**src/rtl/can_tx_scheduler.sv**
```systemverilog
// can_tx_scheduler: CAN TX mailbox arbiter and frame scheduler
// Picks the requesting mailbox with the lowest identifier (ties go to the lowest
// index), requests SOF, follows the frame to completion, then acks or retries it
// and waits out intermission before the next arbitration.
// Ports:
//   clock, reset        rising-edge clock, synchronous active-high reset
//   enable              scheduler enable (ignored once a frame is committed)
//   mb_req, mb_id       per-mailbox level request and packed identifiers
//   bus_idle            gates the start of arbitration
//   sample_point        one pulse per bit time, counted during intermission
//   sof_transmitting    SOF generator is driving SOF (frame committed)
//   sof_complete        SOF bit finished, frame body follows
//   frame_done, arb_lost, tx_error   frame outcome pulses
//   Tx_request          request to the SOF generator
//   sel_id, sel_idx     latched winner
//   mb_ack, mb_fail     one-cycle per-mailbox outcome pulses
//   busy                scheduler is not idle
// Optional feature: define CAN_RETRY_LIMIT_EN to fail a mailbox after MAX_RETRIES tx_errors.
module can_tx_scheduler #(
    parameter int NUM_MB            = 4,
    parameter int ID_W              = 11,
    parameter int INTERMISSION_BITS = 3,
    parameter int MAX_RETRIES       = 8
) (
    input  logic                      clock,
    input  logic                      reset,
    input  logic                      enable,
    input  logic [NUM_MB-1:0]         mb_req,
    input  logic [NUM_MB*ID_W-1:0]    mb_id,
    input  logic                      bus_idle,
    input  logic                      sample_point,
    input  logic                      sof_transmitting,
    input  logic                      sof_complete,
    input  logic                      frame_done,
    input  logic                      arb_lost,
    input  logic                      tx_error,
    output logic                      Tx_request,
    output logic [ID_W-1:0]           sel_id,
    output logic [$clog2(NUM_MB)-1:0] sel_idx,
    output logic [NUM_MB-1:0]         mb_ack,
    output logic [NUM_MB-1:0]         mb_fail,
    output logic                      busy
);
    localparam int IDX_W = $clog2(NUM_MB);
    localparam int RC_W  = $clog2(MAX_RETRIES + 1);
    localparam int CW    = $clog2(INTERMISSION_BITS + 1);

    typedef enum logic [2:0] {IDLE, SELECT, WAIT_SOF, IN_FRAME, INTERMISSION} state_t;
    state_t state, state_n;

    logic [IDX_W-1:0] best_idx;
    logic [ID_W-1:0]  best_id;
    logic             best_vld;
    logic [RC_W-1:0]  retry_cnt, retry_next;
    logic [CW-1:0]    bit_cnt;
    logic             ev_err, ev_arb, ev_done, ev_fail, int_last;

    // Strict less-than keeps the earlier (lower) index on equal identifiers.
    always_comb begin
        best_idx = '0;
        best_id  = '0;
        best_vld = 1'b0;
        for (int i = 0; i < NUM_MB; i++)
            if (mb_req[i] && (!best_vld || mb_id[i*ID_W +: ID_W] < best_id)) begin
                best_vld = 1'b1;
                best_idx = IDX_W'(i);
                best_id  = mb_id[i*ID_W +: ID_W];
            end
    end

    // Outcome priority: tx_error over arb_lost over frame_done.
    assign ev_err     = (state == IN_FRAME) && tx_error;
    assign ev_arb     = (state == IN_FRAME) && arb_lost && !tx_error;
    assign ev_done    = (state == IN_FRAME) && frame_done && !tx_error && !arb_lost;
    assign retry_next = retry_cnt + 1'b1;
    assign int_last   = (state == INTERMISSION) && sample_point && (bit_cnt == CW'(INTERMISSION_BITS - 1));
`ifdef CAN_RETRY_LIMIT_EN
    assign ev_fail = ev_err && (retry_next == RC_W'(MAX_RETRIES));
`else
    assign ev_fail = 1'b0;
`endif

    always_comb begin
        state_n = state;
        case (state)
            IDLE:         if (enable && |mb_req && bus_idle) state_n = SELECT;
            SELECT:       state_n = best_vld ? WAIT_SOF : IDLE;
            // Abort is only possible before the SOF generator has committed.
            WAIT_SOF:     if (sof_complete) state_n = IN_FRAME;
                          else if (!sof_transmitting && (!enable || !mb_req[sel_idx])) state_n = IDLE;
            IN_FRAME:     if (ev_err || ev_arb || ev_done) state_n = INTERMISSION;
            INTERMISSION: if (int_last) state_n = IDLE;
            default:      state_n = IDLE;
        endcase
    end

    always_ff @(posedge clock)
        state <= reset ? IDLE : state_n;

    assign Tx_request = (state == WAIT_SOF);
    assign busy       = (state != IDLE);

    always_ff @(posedge clock) begin
        if (reset) begin
            sel_idx   <= '0;
            sel_id    <= '0;
            retry_cnt <= '0;
            bit_cnt   <= '0;
            mb_ack    <= '0;
            mb_fail   <= '0;
        end else begin
            mb_ack  <= ev_done ? NUM_MB'(1) << sel_idx : '0;
            mb_fail <= ev_fail ? NUM_MB'(1) << sel_idx : '0;
            if (state == SELECT && best_vld) begin
                sel_idx <= best_idx;
                sel_id  <= best_id;
                if (best_idx != sel_idx) retry_cnt <= '0;
            end
            if (ev_done || ev_fail) retry_cnt <= '0;
            else if (ev_err) retry_cnt <= retry_next;
            if (state == INTERMISSION && sample_point) bit_cnt <= int_last ? '0 : bit_cnt + 1'b1;
        end
    end
endmodule

```
**config.mk**
```make
export PLATFORM = sky130hd
export DESIGN_NAME = can_tx_scheduler
export DESIGN_NICKNAME = d
export VERILOG_FILES = /design/src/rtl/can_tx_scheduler.sv
export SDC_FILE = /design/constraint.sdc
export NUM_CORES = 1
export LEC_CHECK = 0
export ABC_CLOCK_PERIOD_IN_PS = 6900
export BUFFER_PORTS_ARGS = -buffer_cell sky130_fd_sc_hd__buf_2
export CORE_MARGIN = 3
export CORE_UTILIZATION = 51
export DETAILED_ROUTE_END_ITERATION = 16
export PLACE_DENSITY_LB_ADDON = 0.1
export SLEW_MARGIN = 20
export SYNTH_ARGS = -nofsm -noshare
export SYNTH_HDL_FRONTEND = slang
export SYNTH_SLANG_ARGS = --single-unit
export TNS_END_PERCENT = 30
```
**constraint.sdc**
```tcl
create_clock -name clock -period 6.9 [get_ports clock]
set_clock_uncertainty 0.05 [all_clocks]
set_input_delay 0.345 -clock clock [delete_from_list [all_inputs] [get_ports clock]]
set_output_delay 0.345 -clock clock [all_outputs]
set_load 0.01 [all_outputs]
```
* After elaboration in Yosys (flattened, before gate mapping)
Index checks and enable logic that the tools add are counted.
Word-level totals: register bits after elaboration 22, input bits 58, output and inout bits 23, word-level logic and storage cells 76
Cells by class: add/subtract/negate cells 1, magnitude comparators 4, equality and inequality tests 9, shift operators 1, multiplexer cells 21, bitwise operators 1, reduce and logical (&&, ||, !) cells 34
Operators by type and width (number):
- $mux W11 | 4
- $lt A11 B11 Y1 | 3
- $logic_and A1 B1 Y1 | 15
- $mux W3 | 5
- $pmux W3 S5 | 1
- $logic_not A1 Y1 | 8
- $mux W2 | 4
- $eq A3 B2 Y1 const B | 2
- $logic_or A1 B1 Y1 | 6
- $mux W1 | 6
- $ne A2 B2 Y1 const B | 2
- $reduce_and A4 Y1 | 1
- $reduce_or A4 Y1 | 1
- $shl A1 B2 Y4 const A | 1
- $eq A3 B1 Y1 const B | 1
- $eq A3 B3 Y1 const B | 1
- $logic_not A3 Y1 | 1
- $lt A2 B3 Y1 const B | 1
- $ne A3 B2 Y1 const B | 1
- $reduce_bool A3 Y1 | 1
- $add A2 B1 Y2 const B | 1
- $bmux W1 S2 | 1
- $eq A2 B2 Y1 const B | 1
- $ne A2 B1 Y1 const B | 1
- other kinds (2) | 2

* Longest topological paths before layout
depth after elaboration 15, depth in mapped cells 30, gate-level depth less buffers 24

* Least setup slack after synthesis
No wires, ideal clock.
kind input -> register, start point input mb_req[0], end point register sel_id[10], library setup time 0.088 ns, arrival 6.091 ns, required time 6.762 ns, setup slack 0.670 ns, stages 28, buffers on the path 7, cell sequence buf_4 clkbuf_1 nand2_1 ha_1 a21oi_1 o21ai_0 a222oi_1 and2b_1 clkbuf_1 a22oi_1 ha_1 o21ai_0 nor2_1 a211oi_1 nor2b_1 o31ai_4 buf_6 clkbuf_1 o21ai_0 ha_1 a2111oi_0 o21ai_0 a41o_1 o41ai_4 buf_6 buf_6 nand2_1 a311oi_2
On the way: cells in the longest elaborated chain, start to end 14, elaborated cells between the ends (all ways) 21, classes of those cells order compare (3); mux (8); reduce/logical (10)
Ends and longest elaborated chain:
- start, declared | RTL line 28 | input logic [NUM_MB-1:0] mb_req,
- $mux W11 or $mux W1 (tied branches) | RTL line 64 | if (mb_req[i] && (!best_vld || mb_id[i*ID_W +: ID_W] < best_id)) begin
- $lt A11 B11 Y1 or $logic_not A1 Y1 (tied branches) | RTL line 64
- $logic_or A1 B1 Y1 | RTL line 64
- $logic_and A1 B1 Y1 | RTL line 64
- $mux W11 or $mux W1 (tied branches) | RTL line 64
- $lt A11 B11 Y1 or $logic_not A1 Y1 (tied branches) | RTL line 64
- $logic_or A1 B1 Y1 | RTL line 64
- $logic_and A1 B1 Y1 | RTL line 64
- $mux W11 or $mux W1 (tied branches) | RTL line 64
- $lt A11 B11 Y1 or $logic_not A1 Y1 (tied branches) | RTL line 64
- $logic_or A1 B1 Y1 | RTL line 64
- $logic_and A1 B1 Y1 | RTL line 64
- $mux W1 | RTL line 64
- $logic_and A1 B1 Y1 | RTL line 114 | if (state == SELECT && best_vld) begin
- end signal, assigned | RTL line 116 | sel_id <= best_id;
- end, declared | RTL line 38 | output logic [ID_W-1:0] sel_id,
Parallel ways exist; a longest one is shown, timed or not. A chain may end at the register's enable or synchronous reset.

* Worst setup path in the final report
start point input mb_req[0], end point register sel_id[3]
Same word-level chain as after synthesis.

==> run metrics <==
outcome=finished, final reports clean; TNS Setup=0 ns; Setup CP Type=in2reg; hold-fix buffer count after cts=0; Max Clock Freq=156.6 MHz; Final nets=450; final core occ=roughly two thirds; fin crit period=~6.4 ns; Mapped Area=2296 um2; largest net degree at the start of global routing=33; final worst-path cycle share=between 90% and 100%; Setup WS post-layout=roughly 0.52 ns; crit start category=input pin; Final Max Slew Viols=0; ANT nets after route=0; CP arrival=~6.5 ns; cell leakage power=1.279 nW; Cells after DPL=between 400 and 500; diode count=0; Core Rows=23; DRC errors left=0; CP Launch Point=mb_req[0]; commonest non-fill, non-tap cells in the layout=buf_2, nand2_1, nor2_1; DRT Pass-1 Iters=4; CTS buffer count=3; Top FF cell, synth=dfxtp_1; max_slew headroom=a little under two fifths; Syn Area/Cell=about 7.9 um2; Avg WL per Cell=roughly 14 um; worst slack, placed=approximately 0.042 ns; first-pass GRT wire length=around 9.4 mm; Distinct cells, synth=49; post-CTS sizing=0; clock-pin slew of the registers on the worst-case setup and hold paths=around 0.080 ns; largest fanout on the critical path=32; Die Span Y=roughly 73 um; CTS Buffer Depth=2; Yosys reg bits=22; Worst-Skew Late Latency=around 0.26 ns; fraction of layout cells with a size suffix above 1=~28%; async set or reset register ratio after synthesis=0%; EDFF count, synth=0; GRT Total Usage=about 22%; YS warnings=0; initial DRC count=around 110; initial core utilization=55.02%; I/O pins=81; clk sinks=22; CP required=roughly 7 ns; post-detail-place hpwl=a little under 5 mm; most common cell after layout, fill and taps aside=buf_2; DRT Wirelength=between 5 and 6 mm; Non-Filler Instances=410; Final setup violation count=0; VDD IR max=around 0.089 mV; Root Buffer=clkbuf_8; Final GP Congestion=between 0.8 and 0.9; die area=~5300 um2; maxcap violations=0; H-tree depth=1; Tightest Hold Check Type=in2reg; TritonCTS clock tree=built; hold_sp=mb_id[39]; unrepaired setup endpoints after global routing=false; via count=around 2.3k; Worst Tran Pin Value=roughly 0.94 ns; PortBufs=between 70 and 80; Hold Violations, Final=0; vias in the first global route=about 2.1k; Worst R2R Start=sel_idx[0]; P per Cell Area=roughly 200 nW/um2; antenna violations before repair=0; core area=4173 um2; Synth area leaders=dfxtp_1, ha_1, nand2_1, a311oi_2, nor2_1; leading area contributor after synthesis=dfxtp_1; die width=~73 um; GRT overflow=0; Mapped Cells=slightly below 300; Via density=between 5 and 6; crit end category=flip-flop; Area Growth Syn to Fin=19.35%; sequential share of the synthesized area=a little under a fifth; Synth top area share=between 10% and 20%
## critical path: stages
cell and delay (ns):
buf_2 0.25, nand2_1 0.09, ha_1 0.32, a21oi_1 0.14
o21ai_0 0.16, a222oi_1 0.37, buf_4 0.19, and2b_1 0.29
a22oi_1 0.29, ha_1 0.29, o21ai_0 0.17, nor2_1 0.12
a211oi_1 0.31, nor2b_1 0.26, o31ai_4 0.25, nand2_1 0.15
o21ai_0 0.10, ha_1 0.34, a2111oi_0 0.40, o21ai_0 0.24
a41o_1 0.32, o41ai_4 0.45, buf_4 0.29, nand2_1 0.11
a311oi_2 0.27
## registers in the layout, summed over array words and instances (netlist names)
register	count
sel_id	11
mb_ack	4
state	3
sel_idx	2
bit_cnt	2
## synth_stat cells, types with 2 or more instances
cell type  number
or3b_1         10
a211oi_1        3
o21a_1          2
nor2_1         37
a21oi_1        15
nand2b_1        2
buf_6           4
a22oi_1        11
nand2_1        46
nor3b_1         2
o211ai_1        2
a21o_1          5
nor2b_1         5
clkbuf_1        8
or2_2           2
and3_1          4
and3b_1         2
dfxtp_1        22
nand3b_1        3
or3_1           2
nand4_1         5
nand3_1         6
buf_4           5
a311oi_2       10
ha_1           31
o21ai_0        19
nor3_1          5
o2111ai_1       2
## where the power goes
group / switching [mW] / leakage [nW] / internal (mW) / total (mW)
registers: 0.0136 / 0.179 / 0.144 / 0.158
clock network: 0.0447 / 0.0357 / 0.0775 / 0.122
logic: 0.154 / 1.06 / 0.116 / 0.271
total: 0.213 / 1.28 / 0.338 / 0.551
## repair_timing
action,in CTS,in global routing
hold endpoints to repair,0,0
setup buffers,0,2
setup endpoints to repair,0,10
## stage by stage
step           cell area, um2  power (mW)  hold WS (ns)
2_1_floorplan            2307      0.3542        0.4146
3_3_place_gp             2654      0.4180        0.4288
3_5_place_dp             2654      0.4257        0.4452
4_1_cts                  2725      0.5495        0.3252
5_1_grt                  2740      0.5898        0.3302
6_report                 2740      0.5507        0.3261
## layer usage
| layer | global-route usage [%] | share of wire [%] |
|---|---|---|
| met1 | 30.32 | 47 |
| met3 | 3.030 | 6.1 |
| met5 | 0 | 0 |
| met2 | 35.15 | 45 |
| met4 | 8.607 | 2.1 |
## worst paths after layout
path / to / slack (ns) / depth (start not counted)
hold / removal: sel_id[6] / 0.33 / 3
setup / recovery: sel_id[3] / 0.52 / 25
hold reg to reg: sel_id[0] / 0.45 / 2
setup reg to reg: state[0] / 4.76 / 6
## kinds of logic (layout without fill, tap and decap cells)
| group | Yosys count | in the layout | synth area share, % |
|---|---|---|---|
| DFF | 22 | 22 | 19.18 |
| other | 1 | 4 | 0.1633 |
| muxes | 2 | 2 | 1.417 |
| buffers and inverters | 19 | 85 | 5.286 |
| adders and majority gates | 31 | 31 | 16.89 |
| AOI/OAI and AO/OA | 78 | 78 | 27.08 |
| and+or+nand+nor | 138 | 138 | 29.97 |
## cell type report
class | instances | area, um2
repair buffers | 80 | 410.4
multi-input cells | 253 | 1752
flip-flops and latches | 22 | 440.4
inverters | 1 | 3.754
well taps | 50 | 62.56
fillers | 367 | 1433
clock buffers | 3 | 41.29
clock inverters | 1 | 30.03
Power figures use the tool's default switching activity.
